## src/rtl/axis_1553_bc_sequencer.sv

```systemverilog
// MIL-STD-1553 bus-controller transfer sequencer: command word, data phase, status wait, one result beat.
// Optional feature macro BC_BROADCAST_EN: RT address 31 is treated as broadcast.
module axis_1553_bc_sequencer #(
  parameter int clock_speed = 100000000,
  parameter int timeout_us  = 40
) (
  input  logic        aclk,
  input  logic        arst,
  input  logic [15:0] s_cmd_tdata,
  input  logic        s_cmd_tvalid,
  output logic        s_cmd_tready,
  input  logic [15:0] s_data_tdata,
  input  logic        s_data_tvalid,
  output logic        s_data_tready,
  output logic [15:0] m_enc_tdata,
  output logic [7:0]  m_enc_tuser,
  output logic        m_enc_tvalid,
  input  logic        m_enc_tready,
  input  logic [15:0] s_dec_tdata,
  input  logic [7:0]  s_dec_tuser,
  input  logic        s_dec_tvalid,
  output logic        s_dec_tready,
  output logic [15:0] m_data_tdata,
  output logic        m_data_tvalid,
  input  logic        m_data_tready,
  output logic [15:0] m_res_tdata,
  output logic [3:0]  m_res_tuser,
  output logic        m_res_tvalid,
  input  logic        m_res_tready
);
  localparam int WINDOW = timeout_us * (clock_speed / 1000000);
  localparam int TW     = $clog2(WINDOW + 1);
  localparam logic [TW-1:0] WIN = TW'(WINDOW);

  localparam logic [7:0] SYNC_CMD  = 8'h01;
  localparam logic [7:0] SYNC_DATA = 8'h02;

  localparam logic [3:0] E_OK      = 4'd0;
  localparam logic [3:0] E_NORESP  = 4'd1;
  localparam logic [3:0] E_PARITY  = 4'd2;
  localparam logic [3:0] E_ADDR    = 4'd3;
  localparam logic [3:0] E_SYNC    = 4'd4;
  localparam logic [3:0] E_ILLEGAL = 4'd5;

  typedef enum logic [2:0] {IDLE, TX_CMD, TX_DATA, WAIT_STAT, RX_DATA, DONE} state_t;

  state_t        state_q, state_d;
  logic [15:0]   cmd_q, cmd_d;
  logic [5:0]    cnt_q, cnt_d;
  logic [TW-1:0] timer_q, timer_d;
  logic [15:0]   stat_q, stat_d;
  logic [3:0]    err_q, err_d;
  logic          cmd_rdy_q, cmd_rdy_d;
  logic          bcast;
  logic          unused_tuser;

  assign unused_tuser = ^s_dec_tuser[6:1];

`ifdef BC_BROADCAST_EN
  assign bcast = (cmd_q[15:11] == 5'd31);
`else
  assign bcast = 1'b0;
`endif

  // Subaddress 0/31 is a mode code with no data words; wc=0 encodes 32.
  function automatic logic [5:0] word_count(input logic [15:0] c);
    if (c[9:5] == 5'd0 || c[9:5] == 5'd31) return 6'd0;
    else if (c[4:0] == 5'd0)               return 6'd32;
    else                                   return {1'b0, c[4:0]};
  endfunction

  always_ff @(posedge aclk or posedge arst) begin
    if (arst) begin
      state_q   <= IDLE;
      cmd_q     <= '0;
      cnt_q     <= '0;
      timer_q   <= '0;
      stat_q    <= '0;
      err_q     <= '0;
      cmd_rdy_q <= 1'b0;
    end else begin
      state_q   <= state_d;
      cmd_q     <= cmd_d;
      cnt_q     <= cnt_d;
      timer_q   <= timer_d;
      stat_q    <= stat_d;
      err_q     <= err_d;
      cmd_rdy_q <= cmd_rdy_d;
    end
  end

  always_comb begin
    state_d       = state_q;
    cmd_d         = cmd_q;
    cnt_d         = cnt_q;
    timer_d       = timer_q;
    stat_d        = stat_q;
    err_d         = err_q;
    m_enc_tdata   = '0;
    m_enc_tuser   = '0;
    m_enc_tvalid  = 1'b0;
    s_data_tready = 1'b0;
    s_dec_tready  = 1'b1;
    m_data_tdata  = '0;
    m_data_tvalid = 1'b0;
    m_res_tdata   = '0;
    m_res_tuser   = '0;
    m_res_tvalid  = 1'b0;

    case (state_q)
      IDLE: begin
        if (s_cmd_tvalid && cmd_rdy_q) begin
          cmd_d   = s_cmd_tdata;
          cnt_d   = word_count(s_cmd_tdata);
          stat_d  = '0;
          err_d   = E_OK;
          state_d = TX_CMD;
        end
      end

      TX_CMD: begin
        if (bcast && cmd_q[10]) begin
          // Broadcast transmit request is never put on the bus.
          err_d   = E_ILLEGAL;
          state_d = DONE;
        end else begin
          m_enc_tdata  = cmd_q;
          m_enc_tuser  = SYNC_CMD;
          m_enc_tvalid = 1'b1;
          if (m_enc_tready) begin
            if (!cmd_q[10] && cnt_q != 6'd0) begin
              state_d = TX_DATA;
            end else if (bcast) begin
              state_d = DONE;
            end else begin
              timer_d = WIN;
              state_d = WAIT_STAT;
            end
          end
        end
      end

      TX_DATA: begin
        m_enc_tdata   = s_data_tdata;
        m_enc_tuser   = SYNC_DATA;
        m_enc_tvalid  = s_data_tvalid;
        s_data_tready = m_enc_tready;
        if (s_data_tvalid && m_enc_tready) begin
          cnt_d = cnt_q - 6'd1;
          if (cnt_q == 6'd1) begin
            if (bcast) begin
              state_d = DONE;
            end else begin
              timer_d = WIN;
              state_d = WAIT_STAT;
            end
          end
        end
      end

      WAIT_STAT: begin
        if (s_dec_tvalid) begin
          if (s_dec_tuser[7]) begin
            stat_d = s_dec_tdata;
            if (s_dec_tuser[0]) begin
              err_d   = E_PARITY;
              state_d = DONE;
            end else if (s_dec_tdata[15:11] != cmd_q[15:11]) begin
              err_d   = E_ADDR;
              state_d = DONE;
            end else if (cmd_q[10] && cnt_q != 6'd0) begin
              timer_d = WIN;
              state_d = RX_DATA;
            end else begin
              state_d = DONE;
            end
          end else begin
            err_d   = E_SYNC;
            state_d = DONE;
          end
        end else if (timer_q == '0) begin
          err_d   = E_NORESP;
          state_d = DONE;
        end else begin
          timer_d = timer_q - 1'b1;
        end
      end

      RX_DATA: begin
        s_dec_tready  = m_data_tready;
        m_data_tdata  = s_dec_tdata;
        m_data_tvalid = s_dec_tvalid;
        // A word held back only by the local sink means the RT did answer: no timeout.
        if (s_dec_tvalid) begin
          if (m_data_tready) begin
            cnt_d   = cnt_q - 6'd1;
            timer_d = WIN;
            if (s_dec_tuser[0]) begin
              err_d   = E_PARITY;
              state_d = DONE;
            end else if (s_dec_tuser[7]) begin
              err_d   = E_SYNC;
              state_d = DONE;
            end else if (cnt_q == 6'd1) begin
              state_d = DONE;
            end
          end
        end else if (timer_q == '0) begin
          err_d   = E_NORESP;
          state_d = DONE;
        end else begin
          timer_d = timer_q - 1'b1;
        end
      end

      DONE: begin
        m_res_tdata  = stat_q;
        m_res_tuser  = err_q;
        m_res_tvalid = 1'b1;
        if (m_res_tready) state_d = IDLE;
      end

      default: state_d = IDLE;
    endcase

    cmd_rdy_d = (state_d == IDLE);
  end

  assign s_cmd_tready = cmd_rdy_q;

endmodule

```

## config.mk

```make
export PLATFORM = sky130hd
export DESIGN_NAME = axis_1553_bc_sequencer
export DESIGN_NICKNAME = d
export VERILOG_FILES = /design/src/rtl/axis_1553_bc_sequencer.sv
export SDC_FILE = /design/constraint.sdc
export NUM_CORES = 1
export LEC_CHECK = 0
export ABC_AREA = 1
export CAP_MARGIN = 20
export CORE_AREA = 5 5 104 106
export CTS_CLUSTER_DIAMETER = 40
export DETAILED_ROUTE_END_ITERATION = 8
export DIE_AREA = 0 0 109 111
export GPL_ROUTABILITY_DRIVEN = 0
export MAX_ROUTING_LAYER = met4
export PLACE_DENSITY = 0.84
export SYNTH_ARGS = -nofsm -noshare
export SYNTH_HDL_FRONTEND = slang
export SYNTH_SLANG_ARGS = --single-unit
```

## constraint.sdc

```tcl
create_clock -name aclk -period 1.8 [get_ports aclk]
set_input_delay 0.36 -clock aclk [delete_from_list [all_inputs] [get_ports aclk]]
set_output_delay 0.36 -clock aclk [all_outputs]
set_load 0.03 [all_outputs]
```

==> metrics.log <==
INFO  metric outcome = finished with violations
INFO  metric violations = negative setup slack
INFO  metric post_synth.cell_area_avg = 7.06 um^2
INFO  metric power.share.sequential = 0.206
INFO  metric number_of_distinct_standard_cells_referenced_by_the_synthesized_netlist = 40
INFO  metric synthesis.yosys.warnings = 0
INFO  metric p_comb_frac = 0.674
INFO  metric tritoncts_clock_tree = built
INFO  metric global_route.usage.total = 0.237
INFO  metric drive_gt1_frac = 0.353
INFO  metric peakVddDrop = 0.000909 V
INFO  metric grt_first_pass_wirelength = 22500 um
INFO  metric floorplan.initialDensity = 0.412
INFO  metric post_synth_edffs = 0
INFO  metric power_leakage = 3.28 nW
INFO  metric timing.clock.skew = 0.0201 ns
INFO  metric io-pin-count = 130
INFO  metric post-route-period-util = 1.17
INFO  metric critical_path_class = register to primary output
INFO  metric cts_buffer_depth = 2
INFO  metric num_antenna_cells = 0
INFO  metric cts_buffers = 9
INFO  metric vias_in_the_first_global_route = 4753
INFO  metric yosys_register_bits = 58
INFO  metric h_tree_levels = 3
INFO  metric cts.hold.buffers_added = 0
INFO  metric globalRouteOverflowTotal = 0
INFO  metric rr_endpoint = cnt_q[1]
INFO  metric critical_path_arrival = 1.75 ns
INFO  metric cp-start-kind = register
INFO  metric power.switching = 5.78 mW
INFO  metric pin_count_of_the_biggest_net_entering_global_routing = 59
INFO  metric clockRootBuffer = sky130_fd_sc_hd__clkbuf_8
INFO  metric dr.pass1.iters = 5
INFO  metric final_core_util = 0.700
INFO  metric worst_setup_slack_for_register_to_register_paths = -0.17 ns
INFO  metric grt_antenna_before_repair = 0
INFO  metric final_period_minus_worst_setup_slack = 2.11 ns
INFO  metric hp-class = input port to asynchronous set/reset pin
INFO  metric report.final.hold_viol_count = 0
INFO  metric max_cap_violations = 0
INFO  metric rsz0062_at_grt = true
INFO  metric numClockSinks = 58
INFO  metric final_design_area_no_fill = 0.00678 mm^2
INFO  metric final_antenna_net_count = 0
INFO  metric yosysSeqAreaShare = 0.364
INFO  metric timing.final.ws_setup = -0.313 ns
INFO  metric drt_drc_violations_left = 0
INFO  metric power_switching_share = 0.500
INFO  metric synth.cell_area = 0.00399 mm^2
INFO  metric vias = 5058
INFO  metric reg_to_reg_start = state_q[1]
INFO  metric fmax = 473 MHz
INFO  metric worstRegToRegCells = 9
INFO  metric finalNetCount = 817
INFO  metric insertion_delay = 0.36 ns
INFO  metric detail_route.wirelength = 16900 um
INFO  metric die_area = 0.0121 mm^2
INFO  metric hpwl_after_detailed_placement = 9020 um
INFO  metric pre_cts_ws = -0.166 ns
INFO  metric gate_count_after_technology_mapping = 565
INFO  metric fin_total_pwr = 11.6 mW
INFO  metric setup_viol = 99
INFO  metric dieHeight = 111 um
INFO  metric post_drt_via_cell_ratio = 5.70
INFO  metric power_density_cells = 1710 mW/mm^2
INFO  metric io_buffers = 117
INFO  metric layout-area-overhead-vs-synth = 70.0%
INFO  metric synth_ff_type = sky130_fd_sc_hd__dfrtp_1
INFO  metric placedInstanceArea = 0.00561 mm^2
INFO  metric crit_path_end_kind = primary output
INFO  metric drt_iter0_drc = 513
INFO  metric postSynth.asyncResetShare = 1.00
INFO  metric path_max_fanout = 6
INFO  metric power_frac_clock = 0.121
INFO  metric placementRows = 36
INFO  metric die_w = 109 um
INFO  metric core-area = 0.00968 mm^2
INFO  metric detail_route.wl_per_cell = 19.1 um
INFO  metric hold_slack = 0.403 ns
INFO  metric intPower = 5.77 mW
INFO  metric final_max_slew_viol_count = 0
INFO  metric clk_transition_reported_paths = 0.08 ns
INFO  metric worstPathRequired = 1.44 ns
==> area by class of cell <==
type | instances | area, um^2
Clock inverter | 5 | 77.6
Inverter | 96 | 383
Tap cell | 133 | 166
Timing Repair inverter | 1 | 7.51
Clock buffer | 11 | 141
Fill cell | 604 | 2910
Multi-Input combinational cell | 391 | 2490
Timing Repair Buffer | 192 | 2060
Sequential cell | 58 | 1460
==> power by group through the flow <==
stage	clock, mW	combinational [mW]	sequential [mW]
finish	1.39	7.78	2.38
global route	1.45	8.22	2.41
CTS	1.37	6.66	2.30
detailed placement	0	5.73	2.32
global placement	0	5.52	2.30
floorplan	0	4.20	2.20
==> logic make-up (layout without fill, tap and decap cells) <==
group	count (synthesis)	in the layout	share of synthesized area
and+or+nand+nor	301	302	0.363
buffers and inverters	122	305	0.138
AOI/OAI and AO/OA	75	75	0.110
DFF	58	58	0.364
adders and majority gates	4	4	0.0126
muxes	3	3	0.00847
other	1	6	0.000941
xor gates and xnor gates	1	1	0.00220
==> through the flow <==
| step | TNS, ns | std cells |
|---|---|---|
| global placement | -1.52 | 837 |
| detailed placement | -3.14 | 837 |
| CTS | -8.98 | 874 |
| global route | -21.18 | 887 |
| floorplan | -1.05 | 570 |
| finish | -17.42 | 887 |
==> critical path: stages, from the launching register on <==
cell and delay (ns):
sky130_fd_sc_hd__dfrtp_2 0.47, sky130_fd_sc_hd__inv_4 0.09, sky130_fd_sc_hd__nor3_4 0.26, sky130_fd_sc_hd__buf_6 0.17, sky130_fd_sc_hd__buf_12 0.12, sky130_fd_sc_hd__a22o_1 0.16
sky130_fd_sc_hd__buf_6 0.14
==> sequential cells by signal, indices dropped and copies added, names as in the netlist <==
| signal | flops |
|---|---|
| state_q | 3 |
| timer_q | 12 |
| stat_q | 16 |
| s_cmd_tready | 1 |
| cnt_q | 6 |
| cmd_q | 16 |
| err_q | 4 |
==> synth_stat cells (2+ instances only) <==
cell type	count	area share
sky130_fd_sc_hd__a21oi_1	13	0.016
sky130_fd_sc_hd__a22o_1	10	0.022
sky130_fd_sc_hd__buf_2	4	0.0050
sky130_fd_sc_hd__buf_4	8	0.015
sky130_fd_sc_hd__buf_6	3	0.0085
sky130_fd_sc_hd__clkbuf_1	7	0.0066
sky130_fd_sc_hd__clkbuf_8	2	0.0069
sky130_fd_sc_hd__dfrtp_1	58	0.36
sky130_fd_sc_hd__ha_1	4	0.013
sky130_fd_sc_hd__inv_1	92	0.087
sky130_fd_sc_hd__inv_2	3	0.0028
sky130_fd_sc_hd__mux2_2	3	0.0085
sky130_fd_sc_hd__nand2_1	112	0.11
sky130_fd_sc_hd__nand2_2	17	0.027
sky130_fd_sc_hd__nand2_4	3	0.0085
sky130_fd_sc_hd__nand3_1	41	0.051
sky130_fd_sc_hd__nand3_2	2	0.0050
sky130_fd_sc_hd__nand3b_1	3	0.0056
sky130_fd_sc_hd__nand4_1	22	0.035
sky130_fd_sc_hd__nor2_1	84	0.079
sky130_fd_sc_hd__nor2_2	3	0.0047
sky130_fd_sc_hd__nor2_4	4	0.011
sky130_fd_sc_hd__nor2_8	2	0.010
sky130_fd_sc_hd__nor3_1	3	0.0038
sky130_fd_sc_hd__o21ai_0	30	0.038
sky130_fd_sc_hd__o21ai_1	12	0.015
sky130_fd_sc_hd__o22ai_1	6	0.0094
sky130_fd_sc_hd__o31ai_1	2	0.0038
==> repair_timing <==
action | in CTS | in global routing
pin swaps | 8 | 14
buffers inserted | 16 | 10
resized for setup | 112 | 60
gates cloned | 5 | 4
endpoints found under the hold margin | 0 | 0
setup endpoints to repair | 66 | 116
==> worst max-delay path by stage <==
| stage | endpoint | slack, ns | cells after the start | start |
|---|---|---|---|---|
| 2_1_floorplan | state_q[0] | -0.12 | 1 | arst |
| 3_3_place_gp | timer_q[9] | -0.11 | 9 | s_dec_tdata[11] |
| 3_5_place_dp | timer_q[11] | -0.17 | 8 | m_enc_tready |
| 4_1_cts | m_enc_tdata[7] | -0.20 | 6 | state_q[0] |
| 5_1_grt | m_enc_tdata[7] | -0.34 | 6 | state_q[0] |
| 6_report | m_enc_tdata[7] | -0.31 | 6 | state_q[0] |
==> per-layer routing <==
metal / global-route usage / vias up / wire [um]
met5: - / - / 0
li1: - / 2168 / -
met2: 0.398 / 384 / 8450
met3: 0.0425 / 128 / 1410
met1: 0.272 / 2378 / 5940
met4: 0.110 / 0 / 1110
==> layout by cell type (no fill, tap or decap), drive strengths merged, types with 4 or more instances in the layout <==
cell           instances
nand4                 22
clkdlybuf4s50         56
a21oi                 14
buf                  131
o22ai                  6
nand3                 45
ha                     4
clkbuf                14
nor2                  93
conb                   6
nand2                133
inv                   96
a22o                  10
dfrtp                 58
nor3                   4
o21ai                 42
Power figures use the tool's default switching activity.
